## config.mk

```make
export PLATFORM = sky130hd
export DESIGN_NAME = vector_mem_engine_flat
export DESIGN_NICKNAME = d
export VERILOG_FILES = /design/src/rtl/vector_mem_engine_if.sv /design/src/rtl/vector_mem_engine.sv /design/src/flat_wrapper.sv
export SDC_FILE = /design/constraint.sdc
export NUM_CORES = 1
export LEC_CHECK = 0
export ABC_CLOCK_PERIOD_IN_PS = 5500
export CAP_MARGIN = 5
export CELL_PAD_IN_SITES_DETAIL_PLACEMENT = 0
export CELL_PAD_IN_SITES_GLOBAL_PLACEMENT = 1
export CORE_MARGIN = 2
export CORE_UTILIZATION = 42
export CTS_CLUSTER_SIZE = 28
export DETAILED_ROUTE_END_ITERATION = 8
export GPL_TIMING_DRIVEN = 0
export PLACE_DENSITY_LB_ADDON = 0.05
export SYNTH_ARGS = -nofsm -noshare
export SYNTH_HDL_FRONTEND = slang
export SYNTH_SLANG_ARGS = --single-unit
```

## constraint.sdc

```tcl
create_clock -name CLOCK_50_I -period 5.5 [get_ports CLOCK_50_I]
set_input_delay 1.1 -clock CLOCK_50_I [delete_from_list [all_inputs] [get_ports CLOCK_50_I]]
set_output_delay 1.1 -clock CLOCK_50_I [all_outputs]
set_load 0.01 [all_outputs]
```

## src/rtl/vector_mem_engine_if.sv

```systemverilog
// Bus bundle between the vector engine, its start/length/mode controls and the A/B/Y RAMs.
`default_nettype none

interface vector_mem_engine_if #(
  parameter int DATA_W = 8,
  parameter int ADDR_W = 9
);
  logic              START_I;
  logic [ADDR_W-1:0] LEN_I;
  logic [1:0]        MODE_I;
  logic [ADDR_W-1:0] RD_ADDR_O;
  logic              RD_EN_O;
  logic [DATA_W-1:0] A_RDATA_I;
  logic [DATA_W-1:0] B_RDATA_I;
  logic [ADDR_W-1:0] WR_ADDR_O;
  logic [DATA_W-1:0] WR_DATA_O;
  logic              WR_EN_O;
  logic              BUSY_O;
  logic              DONE_O;
  logic [ADDR_W:0]   SAT_COUNT_O;

  modport slave (
    input  START_I, LEN_I, MODE_I, A_RDATA_I, B_RDATA_I,
    output RD_ADDR_O, RD_EN_O, WR_ADDR_O, WR_DATA_O, WR_EN_O,
           BUSY_O, DONE_O, SAT_COUNT_O
  );

  modport master (
    output START_I, LEN_I, MODE_I, A_RDATA_I, B_RDATA_I,
    input  RD_ADDR_O, RD_EN_O, WR_ADDR_O, WR_DATA_O, WR_EN_O,
           BUSY_O, DONE_O, SAT_COUNT_O
  );
endinterface

`default_nettype wire

```

## src/rtl/vector_mem_engine.sv

```systemverilog
// ----------------------------------------------------------------------------
// vector_mem_engine : element-wise A op B -> Y streamer over synchronous RAMs
// Rev 1.0 : initial release
// ----------------------------------------------------------------------------
`default_nettype none

module vector_mem_engine #(
  parameter int DATA_W = 8,
  parameter int ADDR_W = 9
) (
  input  wire logic             CLOCK_50_I,
  input  wire logic             RESET_I,
  vector_mem_engine_if.slave    bus
);

  typedef enum logic [1:0] {
    S_IDLE  = 2'd0,
    S_RUN   = 2'd1,
    S_DRAIN = 2'd2,
    S_DONE  = 2'd3
  } state_t;

  state_t            r_state;
  logic              r_start_d;
  logic [ADDR_W-1:0] r_last;
  logic [1:0]        r_mode;
  logic              r_rd_en;
  logic [ADDR_W-1:0] r_rd_addr;
  logic              r_p_vld;
  logic [ADDR_W-1:0] r_p_addr;
  logic              r_wr_en;
  logic [ADDR_W-1:0] r_wr_addr;
  logic [DATA_W-1:0] r_wr_data;
  logic              r_busy;
  logic              r_done;
  logic              r_drain_cnt;
  logic [ADDR_W:0]   r_sat_cnt;

  logic              w_start_edge;
  logic [DATA_W:0]   w_sum;
  logic [DATA_W-1:0] w_result;
  logic              w_clip;

  assign w_start_edge = bus.START_I & ~r_start_d;
  assign w_sum        = {1'b0, bus.A_RDATA_I} + {1'b0, bus.B_RDATA_I};

  always_comb begin
    w_result = w_sum[DATA_W-1:0];
    w_clip   = 1'b0;
    case (r_mode)
      2'd1: w_result = bus.A_RDATA_I - bus.B_RDATA_I;
      2'd2: begin
        if (w_sum[DATA_W]) begin
          w_result = {DATA_W{1'b1}};
          w_clip   = 1'b1;
        end
      end
      2'd3: w_result = ($signed(bus.A_RDATA_I) > $signed(bus.B_RDATA_I))
                       ? bus.A_RDATA_I : bus.B_RDATA_I;
      default: w_result = w_sum[DATA_W-1:0];
    endcase
  end

  always_ff @(posedge CLOCK_50_I) begin
    if (RESET_I) begin
      r_state     <= S_IDLE;
      r_start_d   <= 1'b0;
      r_last      <= '0;
      r_mode      <= 2'd0;
      r_rd_en     <= 1'b0;
      r_rd_addr   <= '0;
      r_p_vld     <= 1'b0;
      r_p_addr    <= '0;
      r_wr_en     <= 1'b0;
      r_wr_addr   <= '0;
      r_wr_data   <= '0;
      r_busy      <= 1'b0;
      r_done      <= 1'b0;
      r_drain_cnt <= 1'b0;
      r_sat_cnt   <= '0;
    end else begin
      r_start_d <= bus.START_I;

      // Two-stage pipe: RAM data lands one cycle after the read, result is registered once more.
      r_p_vld   <= r_rd_en;
      r_p_addr  <= r_rd_addr;
      r_wr_en   <= r_p_vld;
      r_wr_addr <= r_p_addr;
      r_wr_data <= w_result;
      if (r_p_vld && w_clip) begin
        r_sat_cnt <= r_sat_cnt + 1'b1;
      end

      case (r_state)
        S_IDLE, S_DONE: begin
          if (w_start_edge) begin
            // LEN of zero wraps to all-ones, giving the full 2**ADDR_W elements.
            r_last    <= bus.LEN_I - 1'b1;
            r_mode    <= bus.MODE_I;
            r_sat_cnt <= '0;
            r_done    <= 1'b0;
            r_busy    <= 1'b1;
            r_rd_en   <= 1'b1;
            r_rd_addr <= '0;
            r_state   <= S_RUN;
          end
        end
        S_RUN: begin
          if (r_rd_addr == r_last) begin
            r_rd_en     <= 1'b0;
            r_drain_cnt <= 1'b0;
            r_state     <= S_DRAIN;
          end else begin
            r_rd_addr <= r_rd_addr + 1'b1;
          end
        end
        S_DRAIN: begin
          if (r_drain_cnt) begin
            r_busy  <= 1'b0;
            r_done  <= 1'b1;
            r_state <= S_DONE;
          end else begin
            r_drain_cnt <= 1'b1;
          end
        end
        default: r_state <= S_IDLE;
      endcase
    end
  end

  assign bus.RD_ADDR_O   = r_rd_addr;
  assign bus.RD_EN_O     = r_rd_en;
  assign bus.WR_ADDR_O   = r_wr_addr;
  assign bus.WR_DATA_O   = r_wr_data;
  assign bus.WR_EN_O     = r_wr_en;
  assign bus.BUSY_O      = r_busy;
  assign bus.DONE_O      = r_done;
  assign bus.SAT_COUNT_O = r_sat_cnt;

endmodule

`default_nettype wire
```

## src/flat_wrapper.sv

```systemverilog
// flat-port wrapper written by rule: the top's interface ports become plain ports
module vector_mem_engine_flat 
#(
  parameter int DATA_W = 8,
  parameter int ADDR_W = 9
)
  (CLOCK_50_I, RESET_I, bus_START_I, bus_LEN_I, bus_MODE_I, bus_A_RDATA_I, bus_B_RDATA_I, bus_RD_ADDR_O, bus_RD_EN_O, bus_WR_ADDR_O, bus_WR_DATA_O, bus_WR_EN_O, bus_BUSY_O, bus_DONE_O, bus_SAT_COUNT_O);
  vector_mem_engine_if #(.DATA_W(DATA_W), .ADDR_W(ADDR_W)) bus_i ();
  input  wire logic CLOCK_50_I;
  input  wire logic RESET_I;
  input wire logic [$bits(bus_i.START_I)-1:0] bus_START_I;
  input wire logic [$bits(bus_i.LEN_I)-1:0] bus_LEN_I;
  input wire logic [$bits(bus_i.MODE_I)-1:0] bus_MODE_I;
  input wire logic [$bits(bus_i.A_RDATA_I)-1:0] bus_A_RDATA_I;
  input wire logic [$bits(bus_i.B_RDATA_I)-1:0] bus_B_RDATA_I;
  output wire logic [$bits(bus_i.RD_ADDR_O)-1:0] bus_RD_ADDR_O;
  output wire logic [$bits(bus_i.RD_EN_O)-1:0] bus_RD_EN_O;
  output wire logic [$bits(bus_i.WR_ADDR_O)-1:0] bus_WR_ADDR_O;
  output wire logic [$bits(bus_i.WR_DATA_O)-1:0] bus_WR_DATA_O;
  output wire logic [$bits(bus_i.WR_EN_O)-1:0] bus_WR_EN_O;
  output wire logic [$bits(bus_i.BUSY_O)-1:0] bus_BUSY_O;
  output wire logic [$bits(bus_i.DONE_O)-1:0] bus_DONE_O;
  output wire logic [$bits(bus_i.SAT_COUNT_O)-1:0] bus_SAT_COUNT_O;
  assign bus_i.START_I = bus_START_I;
  assign bus_i.LEN_I = bus_LEN_I;
  assign bus_i.MODE_I = bus_MODE_I;
  assign bus_i.A_RDATA_I = bus_A_RDATA_I;
  assign bus_i.B_RDATA_I = bus_B_RDATA_I;
  assign bus_RD_ADDR_O = bus_i.RD_ADDR_O;
  assign bus_RD_EN_O = bus_i.RD_EN_O;
  assign bus_WR_ADDR_O = bus_i.WR_ADDR_O;
  assign bus_WR_DATA_O = bus_i.WR_DATA_O;
  assign bus_WR_EN_O = bus_i.WR_EN_O;
  assign bus_BUSY_O = bus_i.BUSY_O;
  assign bus_DONE_O = bus_i.DONE_O;
  assign bus_SAT_COUNT_O = bus_i.SAT_COUNT_O;
  vector_mem_engine #(.DATA_W(DATA_W), .ADDR_W(ADDR_W)) u_core (.CLOCK_50_I(CLOCK_50_I), .RESET_I(RESET_I), .bus(bus_i));
endmodule
```

# Word level (Yosys, flattened, before mapping)
# Cells that the tools add are included.
[word_totals]
reg_bits = 65
input_bits = 30
[classes]
addsub = 5
magnitude_cmp = 1
n_eq_ne = 11
muxes = 24
bitwise_logic = 2
n_reduce_logical = 12
[op_table]
columns = ["operator", "n"]
rows = [
  ["$mux 10", 3],
  ["$pmux 8 s3", 1],
  ["$mux 9", 2],
  ["$pmux 9 s2", 1],
  ["$mux 8", 2],
  ["$reduce_and 3->1", 4],
  ["$add 10x1->10 const B", 1],
  ["$add 8x8->9", 1],
  ["$add 9x1->9 const B", 1],
  ["$eq 9x9->1", 1],
  ["$sub 9x1->9 const B", 1],
  ["$eq 2x2->1 const B", 4],
  ["$gt 8x8->1", 1],
  ["$pmux 1 s2", 4],
  ["$sub 8x8->8", 1],
  ["$mux 1", 7],
  ["$mux 2", 3],
  ["$ne 2x1->1 const B", 3],
  ["$pmux 2 s3", 1],
  ["$reduce_bool 2->1", 3],
  ["$eq 2x1->1 const B", 2],
  ["$reduce_and 2->1", 2],
  ["$logic_not 2->1", 1],
  ["$ne 2x2->1 const B", 1],
  ["4 further kinds", 4],
]

# Depth between registers and ports, before layout
# Gate-level depths: netlist of run 1.
[depth]
depth_word = 7
mapped_depth = 11
depth_no_buf = 10

# Worst setup path before layout of run 1
# No wires, ideal clock.
[synth_path]
path_kind = "input-to-reg"
startpoint = "input port bus_B_RDATA_I[0]"
endpoint = "register u_core.r_sat_cnt[6], in the netlist u_core.bus.SAT_COUNT_O[6]"
t_arrival_ns = 3.080
required_ns = 5.428
path_slack_ns = 2.348
path_stages = 9
path_cell_list = "ha_1 inv_1 fa_1 o21bai_1 nor4b_4 o311a_4 o211ai_4 or4_1 a21oi_1"
[synth_between]
elab_chain_len = 7
[synth_rtl]
columns = ["item", "line_no", "text"]
rows = [
  ["start, declared", "flat_wrapper.sv:15", "input wire logic [$bits(bus_i.B_RDATA_I)-1:0] bus_B_RDATA_I;"],
  ["$add 8x8->9 (*)", "vector_mem_engine.sv:45", "assign w_sum = {1'b0, bus.A_RDATA_I} + {1'b0, bus.B_RDATA_I};"],
  ["$mux 1 (*)", "vector_mem_engine.sv:53", "if (w_sum[DATA_W]) begin"],
  ["$mux 1 (*)", "vector_mem_engine.sv:50", "case (r_mode)"],
  ["$logic_and 1x1->1 (*)", "vector_mem_engine.sv:90", "if (r_p_vld && w_clip) begin"],
  ["$mux 10 (*)", "vector_mem_engine.sv:90", ""],
  ["$mux 10", "vector_mem_engine.sv:96", "if (w_start_edge) begin"],
  ["$mux 10 (*)", "vector_mem_engine.sv:94", "case (r_state)"],
  ["end signal, assigned", "vector_mem_engine.sv:91", "r_sat_cnt <= r_sat_cnt + 1'b1;"],
  ["end, declared", "vector_mem_engine.sv:37", "logic [ADDR_W:0] r_sat_cnt;"],
]
# Mark *: on every way between the ends. The rest lies on a longest branch, timed or not.
# A chain may end at the register's enable or synchronous reset.

# Worst setup path after layout of run 1
[layout_path]
startpoint = "input port bus_A_RDATA_I[0]"
endpoint = "register u_core.r_sat_cnt[6], in the netlist u_core.bus.SAT_COUNT_O[6]"
[layout_between]
elab_chain_len = 7
[layout_rtl]
columns = ["item", "line_no", "text"]
rows = [
  ["start, declared", "flat_wrapper.sv:14", "input wire logic [$bits(bus_i.A_RDATA_I)-1:0] bus_A_RDATA_I;"],
  ["$add 8x8->9 (*)", "vector_mem_engine.sv:45", ""],
  ["$mux 1 (*)", "vector_mem_engine.sv:53", ""],
  ["$mux 1 (*)", "vector_mem_engine.sv:50", ""],
  ["$logic_and 1x1->1 (*)", "vector_mem_engine.sv:90", ""],
  ["$mux 10 (*)", "vector_mem_engine.sv:90", ""],
  ["$mux 10", "vector_mem_engine.sv:96", ""],
  ["$mux 10 (*)", "vector_mem_engine.sv:94", ""],
]
# Marked as above.

==> summary.md, run 1 <==
| Metric | Value |
|---|---|
| Maximum level of the CTS H-tree | `3` |
| Placed wire-length estimate | `6.57 mm` |
| Post-Syn Area per Cell | `8.74 µm²` |
| Net count after synthesis | `461` |
| Top fanout value on the critical path | `10` |
| Number of CTS-inserted buffers | `9` |
| Antenna Nets Post-Route | `0` |
| Minimum clock period after layout | `3.65 ns` |
| Number of nets in the layout | `541` |
| Tightest Hold Check Type | `reg2reg` |
| Final standard cell count with taps included and fillers excluded | `597` |
| First-pass GRT wire length | `14.4 mm` |
| Core outline area | `0.00822 mm²` |
| Sequential-to-total area share from yosys stat | `36.6%` |
| Standard-cell rows | `33` |
| Net switching fraction of the power | `34.4%` |
| Number of global-route vias before repair | `2922` |
| Max-slew violations | `0` |
| Final-report setup violation count | `0` |
| Effective utilization at floorplan | `43.3%` |
| TritonRoute pass-1 iters | `4` |
| Routing usage on met3 | `3.92%` |
| Outcome | `completed` |
| Most crowded layer after global routing | `met2` |
| Number of instances in the placed design | `581` |
| Avg WL per Cell | `14.3 µm` |
| Count of mapped cells out of synthesis | `407` |
| Most common cell in the synthesized netlist | `sky130_fd_sc_hd__dfxtp_1` |
| Count of fill cells added during filler insertion | `813` |
| Clock-pin slew on the worst setup and hold paths | `0.07 ns` |
| Top-level port count | `70` |
| Worst relative slew slack | `54.8%` |
| Cell type with the highest aggregate area in the netlist | `sky130_fd_sc_hd__dfxtp_1` |
| Total GRT Usage | `20.0%` |
| Maximum number of pins on one net before global-route repair | `14` |
| Die Footprint | `0.00922 mm²` |
| YS warnings | `0` |
| Area of all placed cells without fillers | `0.00458 mm²` |
| Number of distinct library cells after synthesis | `53` |
| Internal power contribution | `0.000918 W` |
| Final weighted congestion in routability-driven placement | `0.856` |
| DRT iter0 DRCs | `192` |
| Number of antenna violations at the first check in global routing | `0` |
| Register Area | `0.00130 mm²` |
| Critical path class | `in2reg` |
| Fraction of power consumed by the clock network | `29.7%` |
| Clock tree sinks | `65` |
| Gate power share | `30.7%` |
| Number of enable flip-flop cells after synthesis | `0` |
| Maximum root-to-sink buffer count | `2` |
| Final Hold Vio Count | `0` |
| Number of gates given a new drive strength after cts | `0` |
| Post-CTS setup buffers | `0` |
| Ranking of synthesized cells by instance count | `sky130_fd_sc_hd__dfxtp_1, sky130_fd_sc_hd__nor2_1, sky130_fd_sc_hd__inv_1` |
| Final Core Density | `55.7%` |
| Vias | `3158` |
| TritonCTS clock tree | `built` |
| CTS Hold Bufs | `0` |
| Sequential Power Share | `39.6%` |
| Clock network latency to the later pin of the worst-skew pair | `0.33 ns` |
| Global Route met2 Usage | `30.2%` |
| Setup_tns | `0 ns` |
| Crit end category | `flop` |
| Area share of the largest cell type after synthesis | `36.6%` |
| Number of synthesized register bits | `65` |
| Aggregate routed wire length | `8.56 mm` |
| Count of inserted antenna diode cells | `0` |
| Number of remaining DRC errors | `0` |
| Reported net switching power | `0.000481 W` |
| Ratio of cells with drive above 1 in the final layout | `6.71%` |
| Clk Tree Root Cell | `sky130_fd_sc_hd__clkbuf_8` |
| Setup slack after layout | `1.85 ns` |
| Worst setup slack after placement | `1.53 ns` |
| Syn Std Cell Area | `0.00356 mm²` |
| RSZ-0062 raised after global routing | `no` |
| Ys async rst share | `0%` |
| Dominant synthesized flop cell | `sky130_fd_sc_hd__dfxtp_1` |
| Slew at the pin closest to its max-slew limit | `0.673 ns` |
| Most area-consuming cells after synthesis | `sky130_fd_sc_hd__dfxtp_1, sky130_fd_sc_hd__ha_1, sky130_fd_sc_hd__xnor2_1, sky130_fd_sc_hd__nor2b_1, sky130_fd_sc_hd__nor2_1` |
| Endpoint required time on the critical path | `5.76 ns` |
| Total area of multi-input combinational cells | `0.00206 mm²` |
| Worst VDD drop | `0.142 mV` |
| Max cap viols | `0` |
| Critical path startpoint category | `input port` |
| Met1 track utilization from global routing | `28.3%` |
| Crit share post-route | `66.3%` |
| Die H | `96.0 µm` |
| Power Dens Cells | `305 mW/mm²` |
| Worst-case clock skew | `0.00705 ns` |
| Overflow left after global routing | `0` |
| CP arrival | `3.90 ns` |
| Vias per std cell | `5.29` |
| Maximum clock frequency | `0.274 GHz` |
| Count of buffers inserted at the top-level ports | `69` |
| Area growth from synthesis to layout | `28.8%` |
| Static leakage power | `1.74 nW` |
| Die Width | `96.0 µm` |
| Placement Cell Area | `0.00438 mm²` |
## cells in the final DEF, fill, tap and decap left out, types with 3 or more instances in the layout
| master | instances |
|---|---|
| sky130_fd_sc_hd__a211oi_1 | 13 |
| sky130_fd_sc_hd__a21o_1 | 6 |
| sky130_fd_sc_hd__a21oi_1 | 26 |
| sky130_fd_sc_hd__a22oi_1 | 3 |
| sky130_fd_sc_hd__a311oi_1 | 3 |
| sky130_fd_sc_hd__a31oi_1 | 3 |
| sky130_fd_sc_hd__and3_1 | 3 |
| sky130_fd_sc_hd__buf_2 | 4 |
| sky130_fd_sc_hd__clkbuf_1 | 10 |
| sky130_fd_sc_hd__clkbuf_8 | 9 |
| sky130_fd_sc_hd__clkdlybuf4s50_1 | 69 |
| sky130_fd_sc_hd__dfxtp_1 | 65 |
| sky130_fd_sc_hd__ha_1 | 22 |
| sky130_fd_sc_hd__inv_1 | 29 |
| sky130_fd_sc_hd__mux2i_1 | 4 |
| sky130_fd_sc_hd__nand2_1 | 23 |
| sky130_fd_sc_hd__nand2b_1 | 5 |
| sky130_fd_sc_hd__nand3_1 | 13 |
| sky130_fd_sc_hd__nand4_1 | 9 |
| sky130_fd_sc_hd__nor2_1 | 36 |
| sky130_fd_sc_hd__nor2b_1 | 23 |
| sky130_fd_sc_hd__nor3_1 | 12 |
| sky130_fd_sc_hd__o21ai_0 | 11 |
| sky130_fd_sc_hd__o21bai_1 | 3 |
| sky130_fd_sc_hd__o31ai_1 | 5 |
| sky130_fd_sc_hd__or3_1 | 7 |
| sky130_fd_sc_hd__or4_1 | 7 |
| sky130_fd_sc_hd__xnor2_1 | 21 |
| sky130_fd_sc_hd__xor2_1 | 5 |
## cell type report
cell class,count,share of cell area [%]
buffer,17,1.83
tap,105,2.87
sequential,65,28.4
multi-input combinational,296,45.0
inverter,29,2.38
clock buffer,9,2.70
clock inverter,7,1.69
timing repair buffer,69,15.1
## logic make-up (layout without fill, tap and decap cells)
kind of cell	after synthesis	count (layout)	share of synthesized area, %
and+or+nand+nor	145	145	21.4
AOI/OAI and AO/OA	95	95	19.6
DFF	65	65	36.6
buffers and inverters	46	131	5.42
xor gates and xnor gates	26	26	6.40
adders and majority gates	24	24	8.87
muxes	6	6	1.76
## power by group through the flow
stage	logic (W)	registers, W	clock network (W)
4_1_cts	0.000430	0.000554	0.000427
2_1_floorplan	0.000280	0.000567	0
5_1_grt	0.000484	0.000560	0.000443
3_5_place_dp	0.000427	0.000565	0
6_report	0.000429	0.000554	0.000416
3_3_place_gp	0.000426	0.000564	0
## per-stage QoR
step	hold slack (ns)	power, W
global placement	0.416	0.000991
global route	0.460	0.00149
CTS	0.438	0.00141
floorplan	0.414	0.000847
finish	0.436	0.00140
detailed placement	0.420	0.000992
## flip-flops by register name, indices dropped and copies added (netlist names)
signal	count
u_core.bus.SAT_COUNT_O	10
u_core.bus.RD_ADDR_O	9
u_core.bus.WR_ADDR_O	9
u_core.r_last	9
u_core.r_p_addr	9
u_core.bus.WR_DATA_O	8
u_core.r_mode	2
u_core.r_state	2
u_core.bus.BUSY_O	1
u_core.bus.DONE_O	1
u_core.bus.RD_EN_O	1
u_core.bus.WR_EN_O	1
u_core.r_drain_cnt	1
u_core.r_p_vld	1
u_core.r_start_d	1
## worst max-delay path: stages
cell	delay, ns
sky130_fd_sc_hd__clkdlybuf4s50_1	0.53
sky130_fd_sc_hd__ha_1	0.19
sky130_fd_sc_hd__inv_1	0.06
sky130_fd_sc_hd__fa_1	0.43
sky130_fd_sc_hd__o21bai_1	0.21
sky130_fd_sc_hd__nor4b_4	0.27
sky130_fd_sc_hd__o311a_4	0.29
sky130_fd_sc_hd__o211ai_4	0.14
sky130_fd_sc_hd__or4_1	0.52
sky130_fd_sc_hd__a21oi_1	0.16
## routing by layer
layer / up-vias / wire length (µm)
met1: 1455 / 4250
met5: - / 0
met4: 0 / 98
met2: 89 / 3800
met3: 11 / 413
li1: 1603 / -
## final timing paths
check                                  from                                    to  slack (ns)  depth (start not counted)
max                        bus_A_RDATA_I[0]  u_core.bus.SAT_COUNT_O[6]$_SDFF_PP0_        1.85                         10
min           u_core.r_p_addr[7]$_SDFF_PP0_    u_core.bus.WR_ADDR_O[7]$_SDFF_PP0_        0.44                          1
max reg2reg  u_core.r_state[0]$_SDFFE_PP0P_  u_core.bus.SAT_COUNT_O[5]$_SDFF_PP0_        3.21                          8
min reg2reg   u_core.r_p_addr[7]$_SDFF_PP0_    u_core.bus.WR_ADDR_O[7]$_SDFF_PP0_        0.44                          1
Note: power is estimated with default switching activity, not from simulation.
==> run 2: changes to the inputs <==
- ABC_CLOCK_PERIOD_IN_PS: 5500 -> 3000
- CORE_UTILIZATION: 42 -> 35
- clock period: 5.5 -> 3 ns (I/O delays scaled with it)
==> summary.md, run 2 (synthesized netlist as in run 1, its figures left out) <==
| Metric | Value |
|---|---|
| Worst relative slew slack | `52.0%` |
| Slew at the pin closest to its max-slew limit | `0.715 ns` |
| Core outline area | `0.00982 mm²` |
| Number of remaining DRC errors | `0` |
| Overflow left after global routing | `0` |
| Max-slew violations | `0` |
| Die Width | `105 µm` |
| TritonRoute pass-1 iters | `4` |
| Number of antenna violations at the first check in global routing | `0` |
| Effective utilization at floorplan | `36.2%` |
| Maximum level of the CTS H-tree | `3` |
| Setup_tns | `0 ns` |
| Number of nets in the layout | `552` |
| Standard-cell rows | `36` |
| Clk Tree Root Cell | `sky130_fd_sc_hd__clkbuf_8` |
| Endpoint required time on the critical path | `3.27 ns` |
| Tightest Hold Check Type | `reg2reg` |
| Hold slack final | `0.434 ns` |
| Vias per std cell | `5.02` |
| Maximum number of pins on one net before global-route repair | `13` |
| Clock-pin slew on the worst setup and hold paths | `0.08 ns` |
| Maximum clock frequency | `0.346 GHz` |
| Final Core Density | `48.2%` |
| Count of buffers inserted at the top-level ports | `69` |
| Worst-case clock skew | `0.00476 ns` |
| Worst VDD drop | `0.225 mV` |
| Most used cell along the critical path | `sky130_fd_sc_hd__buf_4` |
| Die Footprint | `0.0110 mm²` |
| Maximum root-to-sink buffer count | `2` |
| Most used cells in the layout excluding fill and tap cells | `sky130_fd_sc_hd__clkdlybuf4s50_1, sky130_fd_sc_hd__dfxtp_1, sky130_fd_sc_hd__nor2_1` |
| Number of flip-flops under the largest register name | `10` |
| Placed wire-length estimate | `6.90 mm` |
| Avg WL per Cell | `14.6 µm` |
| Top fanout value on the critical path | `4` |
| Aggregate routed wire length | `9.26 mm` |
| Power, Total | `0.00259 W` |
| Final weighted congestion in routability-driven placement | `0.838` |
| Number of CTS-inserted buffers | `9` |
| Crit share post-route | `96.3%` |
| Worst-path cell chain | `clkdlybuf4s50_1, inv_2, fa_2, o21bai_4, buf_4, buf_4, buf_4, buf_4, buf_4, buf_4, buf_4, buf_4, a21oi_2, xor2_1, a22oi_2, a21oi_1` |
| Clock tree sinks | `65` |
| Count of inserted antenna diode cells | `0` |
| Final-report setup violation count | `0` |
| Antenna Nets Post-Route | `0` |
| Commonest non-fill, non-tap cell in the layout | `sky130_fd_sc_hd__clkdlybuf4s50_1` |
| CP arrival | `3.16 ns` |
| TritonCTS clock tree | `built` |
| Critical path class | `in2reg` |
| Max cap viols | `0` |
| Top-level port count | `70` |
| Ratio of cells with drive above 1 in the final layout | `9.74%` |
| Max stage delay on crit path | `0.44 ns` |
| DRT iter0 DRCs | `105` |
| Final Hold Vio Count | `0` |
| Vias | `3192` |
| Number of global-route vias before repair | `3034` |
| Power Dens Cells | `546 mW/mm²` |
| Minimum clock period after layout | `2.89 ns` |
| First-pass GRT wire length | `15.3 mm` |
| Static leakage power | `1.81 nW` |
| Die H | `105 µm` |
| Area growth from synthesis to layout | `33.1%` |
| Critical path's slowest cell | `sky130_fd_sc_hd__clkdlybuf4s50_1` |
| Critical path startpoint category | `input port` |
| Crit end category | `flop` |
| Outcome | `completed` |
| Count of fill cells added during filler insertion | `1042` |
| Number of instances in the placed design | `609` |
| Clock network latency to the later pin of the worst-skew pair | `0.34 ns` |
| Final standard cell count with taps included and fillers excluded | `636` |
| Total GRT Usage | `17.3%` |
## run 2: changes by cell type in the layout (fill, tap and decap cells not counted), moves of 2 or more
cell / previous run / this run
sky130_fd_sc_hd__a21oi_1: 26 / 24
sky130_fd_sc_hd__a21oi_2: 1 / 3
sky130_fd_sc_hd__buf_4: 0 / 11
sky130_fd_sc_hd__clkdlybuf4s50_1: 69 / 66
sky130_fd_sc_hd__dlymetal6s2s_1: 0 / 2
## run 2: report_power, final
group | internal, W | total (W) | switching (W)
clock | 0.000387 | 0.000750 | 0.000363
combinational | 0.000356 | 0.000819 | 0.000463
sequential | 0.000954 | 0.00102 | 0.0000625
## run 2: worst paths after layout
| path | start | end | slack [ns] | cells past startpoint |
|---|---|---|---|---|
| worst min-delay path | u_core.r_p_addr[2]$_SDFF_PP0_ | u_core.bus.WR_ADDR_O[2]$_SDFF_PP0_ | 0.43 | 1 |
| worst min register to register | u_core.r_p_addr[2]$_SDFF_PP0_ | u_core.bus.WR_ADDR_O[2]$_SDFF_PP0_ | 0.43 | 1 |
| worst max register to register | u_core.r_state[0]$_SDFFE_PP0P_ | u_core.bus.SAT_COUNT_O[7]$_SDFF_PP0_ | 0.66 | 8 |
| worst max-delay path | bus_B_RDATA_I[1] | u_core.bus.WR_DATA_O[4]$_SDFF_PP0_ | 0.11 | 16 |
## run 2: per-layer routing
metal  GRT usage (%)  wire length [µm]  vias up  part of all wire (%)
li1                -                 -     1628                     -
met1            24.1              4700     1487                    51
met2            27.3              4070       67                    44
met3            2.50               362       10                   3.9
met4            6.29               130        0                   1.4
met5               0                 0        -                     0
## run 2: through the flow
| stage | area (µm²) | setup slack, ns |
|---|---|---|
| after floorplan | 3560 | 0.348 |
| after global routing | 4730 | -0.0186 |
| after CTS | 4700 | -0.00441 |
| final | 4730 | 0.112 |
| after global placement | 4410 | -0.459 |
| after detailed placement | 4410 | -0.473 |
## run 2: cell type report
| cell class | instances | area (µm²) | share of cell area, % |
|---|---|---|---|
| Multi-Input combinational cell | 296 | 2100 | 44.3 |
| Sequential cell | 65 | 1300 | 27.5 |
| Timing Repair Buffer | 80 | 777 | 16.4 |
| Tap cell | 133 | 166 | 3.51 |
| Clock buffer | 10 | 128 | 2.70 |
| Inverter | 29 | 109 | 2.30 |
| Buffer | 17 | 86.3 | 1.82 |
| Clock inverter | 6 | 67.6 | 1.43 |
## run 2: what timing repair did
action	CTS	global route
pin swaps	5	3
hold buffers	0	0
gates resized for setup	3	8
setup endpoints to repair	7	12
buffers inserted	11	0
hold endpoints to repair	0	0
## run 2: critical path, delay by kind of cell
kind	cells	cell delay (ns)
fa+ha+maj	1	0.29
compound gates	4	0.50
xor+xnor	1	0.23
buf+inv	10	1.56
==> run 3: changes to the inputs <==
- ABC_AREA: not set -> 1
- CORE_UTILIZATION: 35 -> 34
- PLACE_DENSITY: not set -> 0.73
- PLACE_DENSITY_LB_ADDON: 0.05 -> not set
==> summary.md, run 3 <==
| Metric | Value |
|---|---|
| Outcome | `completed` |
| Number of synthesized register bits | `65` |
| Depth of the worst register-to-register path | `9` |
| Most used cells in the layout excluding fill and tap cells | `sky130_fd_sc_hd__nand2_1, sky130_fd_sc_hd__inv_1, sky130_fd_sc_hd__clkdlybuf4s50_1` |
| Core outline area | `0.0114 mm²` |
| Area growth from synthesis to layout | `29.7%` |
| Sequential-to-total area share from yosys stat | `33.0%` |
| Worst VDD drop | `0.277 mV` |
| Placed wire-length estimate | `7.84 mm` |
| Count of inserted antenna diode cells | `0` |
| Worst path depth | `13` |
| Static leakage power | `2.27 nW` |
| YS warnings | `0` |
| Power Dens Cells | `616 mW/mm²` |
| Worst relative slew slack | `62.5%` |
| Post-Syn Area per Cell | `6.92 µm²` |
| Total GRT Usage | `16.8%` |
| Worst hold path stage count | `2` |
| Minimum clock period after layout | `2.70 ns` |
| Number of distinct library cells after synthesis | `41` |
| Critical path startpoint category | `input port` |
| Slew at the pin closest to its max-slew limit | `0.561 ns` |
| Overflow left after global routing | `0` |
| Hold slack final | `0.398 ns` |
| Die Width | `112 µm` |
| Setup slack after layout | `0.296 ns` |
| Count of buffers inserted at the top-level ports | `69` |
| Category of cells accounting for the largest share of critical-path delay | `buffers and inverters` |
| Area share of the largest cell type after synthesis | `33.0%` |
| Number of global-route vias before repair | `3555` |
| Placement Cell Area | `0.00481 mm²` |
| Clock-pin slew on the worst setup and hold paths | `0.05 ns` |
| Number of nets in the layout | `703` |
| TritonCTS clock tree | `built` |
| Final Hold Vio Count | `0` |
| Top fanout value on the critical path | `10` |
| Vias per std cell | `4.71` |
| Final weighted congestion in routability-driven placement | `0.864` |
| Clock network latency to the later pin of the worst-skew pair | `0.33 ns` |
| Max stage delay on crit path | `0.51 ns` |
| Most common cell in the synthesized netlist | `sky130_fd_sc_hd__nand2_1` |
| Total buffers and inverters traversed by the critical path | `4` |
| Critical path's slowest cell | `sky130_fd_sc_hd__clkdlybuf4s50_1` |
| First-pass GRT wire length | `17.1 mm` |
| Commonest non-fill, non-tap cell in the layout | `sky130_fd_sc_hd__nand2_1` |
| Aggregate routed wire length | `10.1 mm` |
| Clock tree sinks | `65` |
| DRT iter0 DRCs | `202` |
| Worst-path cell chain | `clkdlybuf4s50_1, ha_1, inv_1, fa_1, nand3b_2, nand3_2, nand2_2, nand2_4, nand3_4, inv_4, buf_6, nand3b_1, a21oi_1` |
| Maximum clock frequency | `0.370 GHz` |
| Die Footprint | `0.0125 mm²` |
| Count of mapped cells out of synthesis | `569` |
| Max cap viols | `0` |
| RSZ-0062 raised after global routing | `no` |
| Antenna Nets Post-Route | `0` |
| Most area-consuming cells after synthesis | `sky130_fd_sc_hd__dfxtp_1, sky130_fd_sc_hd__nand2_1, sky130_fd_sc_hd__inv_1, sky130_fd_sc_hd__ha_1, sky130_fd_sc_hd__nor2_1` |
| Ratio of cells with drive above 1 in the final layout | `7.34%` |
| Final-report setup violation count | `0` |
| Max-slew violations | `0` |
| Crit share post-route | `90.1%` |
| Number of CTS-inserted buffers | `9` |
| Worst setup slack after placement | `-0.0271 ns` |
| Crit end category | `flop` |
| Number of remaining DRC errors | `0` |
| Final standard cell count with taps included and fillers excluded | `797` |
| Number of antenna violations at the first check in global routing | `0` |
| Number of gates given a new drive strength after cts | `0` |
| Standard-cell rows | `39` |
| Post-CTS setup buffers | `0` |
| Maximum number of pins on one net before global-route repair | `14` |
| Maximum level of the CTS H-tree | `3` |
| Dominant synthesized flop cell | `sky130_fd_sc_hd__dfxtp_1` |
| CTS Hold Bufs | `0` |
| Maximum root-to-sink buffer count | `2` |
| Number of instances in the placed design | `781` |
| Number of flip-flops under the largest register name | `10` |
| Cell type with the highest aggregate area in the netlist | `sky130_fd_sc_hd__dfxtp_1` |
| Net count after synthesis | `623` |
| Ranking of synthesized cells by instance count | `sky130_fd_sc_hd__nand2_1, sky130_fd_sc_hd__inv_1, sky130_fd_sc_hd__dfxtp_1` |
| Top-level port count | `70` |
| Syn Std Cell Area | `0.00394 mm²` |
| TritonRoute pass-1 iters | `4` |
| Clk Tree Root Cell | `sky130_fd_sc_hd__clkbuf_16` |
| Worst-case clock skew | `0.00440 ns` |
| Area of all placed cells without fillers | `0.00511 mm²` |
| Vias | `3757` |
| Number of enable flip-flop cells after synthesis | `0` |
| Effective utilization at floorplan | `34.6%` |
| Tightest Hold Check Type | `reg2reg` |
| Endpoint required time on the critical path | `3.25 ns` |
| Avg WL per Cell | `12.7 µm` |
| Ys async rst share | `0%` |
| CP arrival | `2.95 ns` |
| Critical path class | `in2reg` |
| Die H | `112 µm` |
run 3: path summary, 6_finish.rpt:
| path | to | slack (ns) | from |
|---|---|---|---|
| worst max-delay path | u_core.bus.SAT_COUNT_O[7]$_SDFF_PP0_ | 0.30 | bus_B_RDATA_I[0] |
| worst min-delay path | u_core.bus.WR_ADDR_O[4]$_SDFF_PP0_ | 0.40 | u_core.r_p_addr[4]$_SDFF_PP0_ |
| worst max register to register | u_core.bus.RD_ADDR_O[4]$_SDFFE_PP0P_ | 1.01 | u_core.r_state[0]$_SDFFE_PP0P_ |
| worst min register to register | u_core.bus.WR_ADDR_O[4]$_SDFF_PP0_ | 0.40 | u_core.r_p_addr[4]$_SDFF_PP0_ |
run 3: logic make-up after synthesis:
family                   share of synthesized area, %
adder cells (fa/ha/maj)                          8.01
buffers and inverters                            11.9
AO/OA/AOI/OAI                                    11.4
flip-flops                                       33.0
AND/OR/NAND/NOR                                  30.5
XOR/XNOR                                         5.12
run 3: power by group:
group,total (W),switching [W],internal [W]
combinational,0.00103,0.000615,0.000412
clock,0.00105,0.000398,0.000649
sequential,0.00107,0.0000855,0.000984
total,0.00314,0.00110,0.00205
run 3: metal layers:
layer,up-vias,global-route usage (%),part of all wire [%]
met5,-,0,0
met4,0,4.03,0.97
met3,9,3.86,5.1
met2,82,26.7,45
met1,1699,23.2,49
li1,1967,-,-
run 3: final cells by class:
cell class,instances,area [µm²]
fillers,1204,6260
multi-input cells,391,2170
flip-flops and latches,65,1300
repair buffers,69,691
inverters,94,355
clock buffers,9,225
well taps,143,179
plain buffers,19,115
clock inverters,7,76.3
run 3: worst min-delay path, cell delays in order (launching register included):
cell and delay [ns]:
sky130_fd_sc_hd__dfxtp_1 0.29, sky130_fd_sc_hd__inv_1 0.04, sky130_fd_sc_hd__nor2_1 0.03
run 3: metrics by stage:
step | util [%] | power, W | TNS [ns]
after global placement | 42.3 | 0.00211 | -0.00548
after CTS | 44.9 | 0.00317 | 0
after floorplan | - | 0.00175 | 0
after global routing | 44.9 | 0.00337 | 0
after detailed placement | 42.3 | 0.00211 | -0.0396
final | 44.9 | 0.00314 | 0
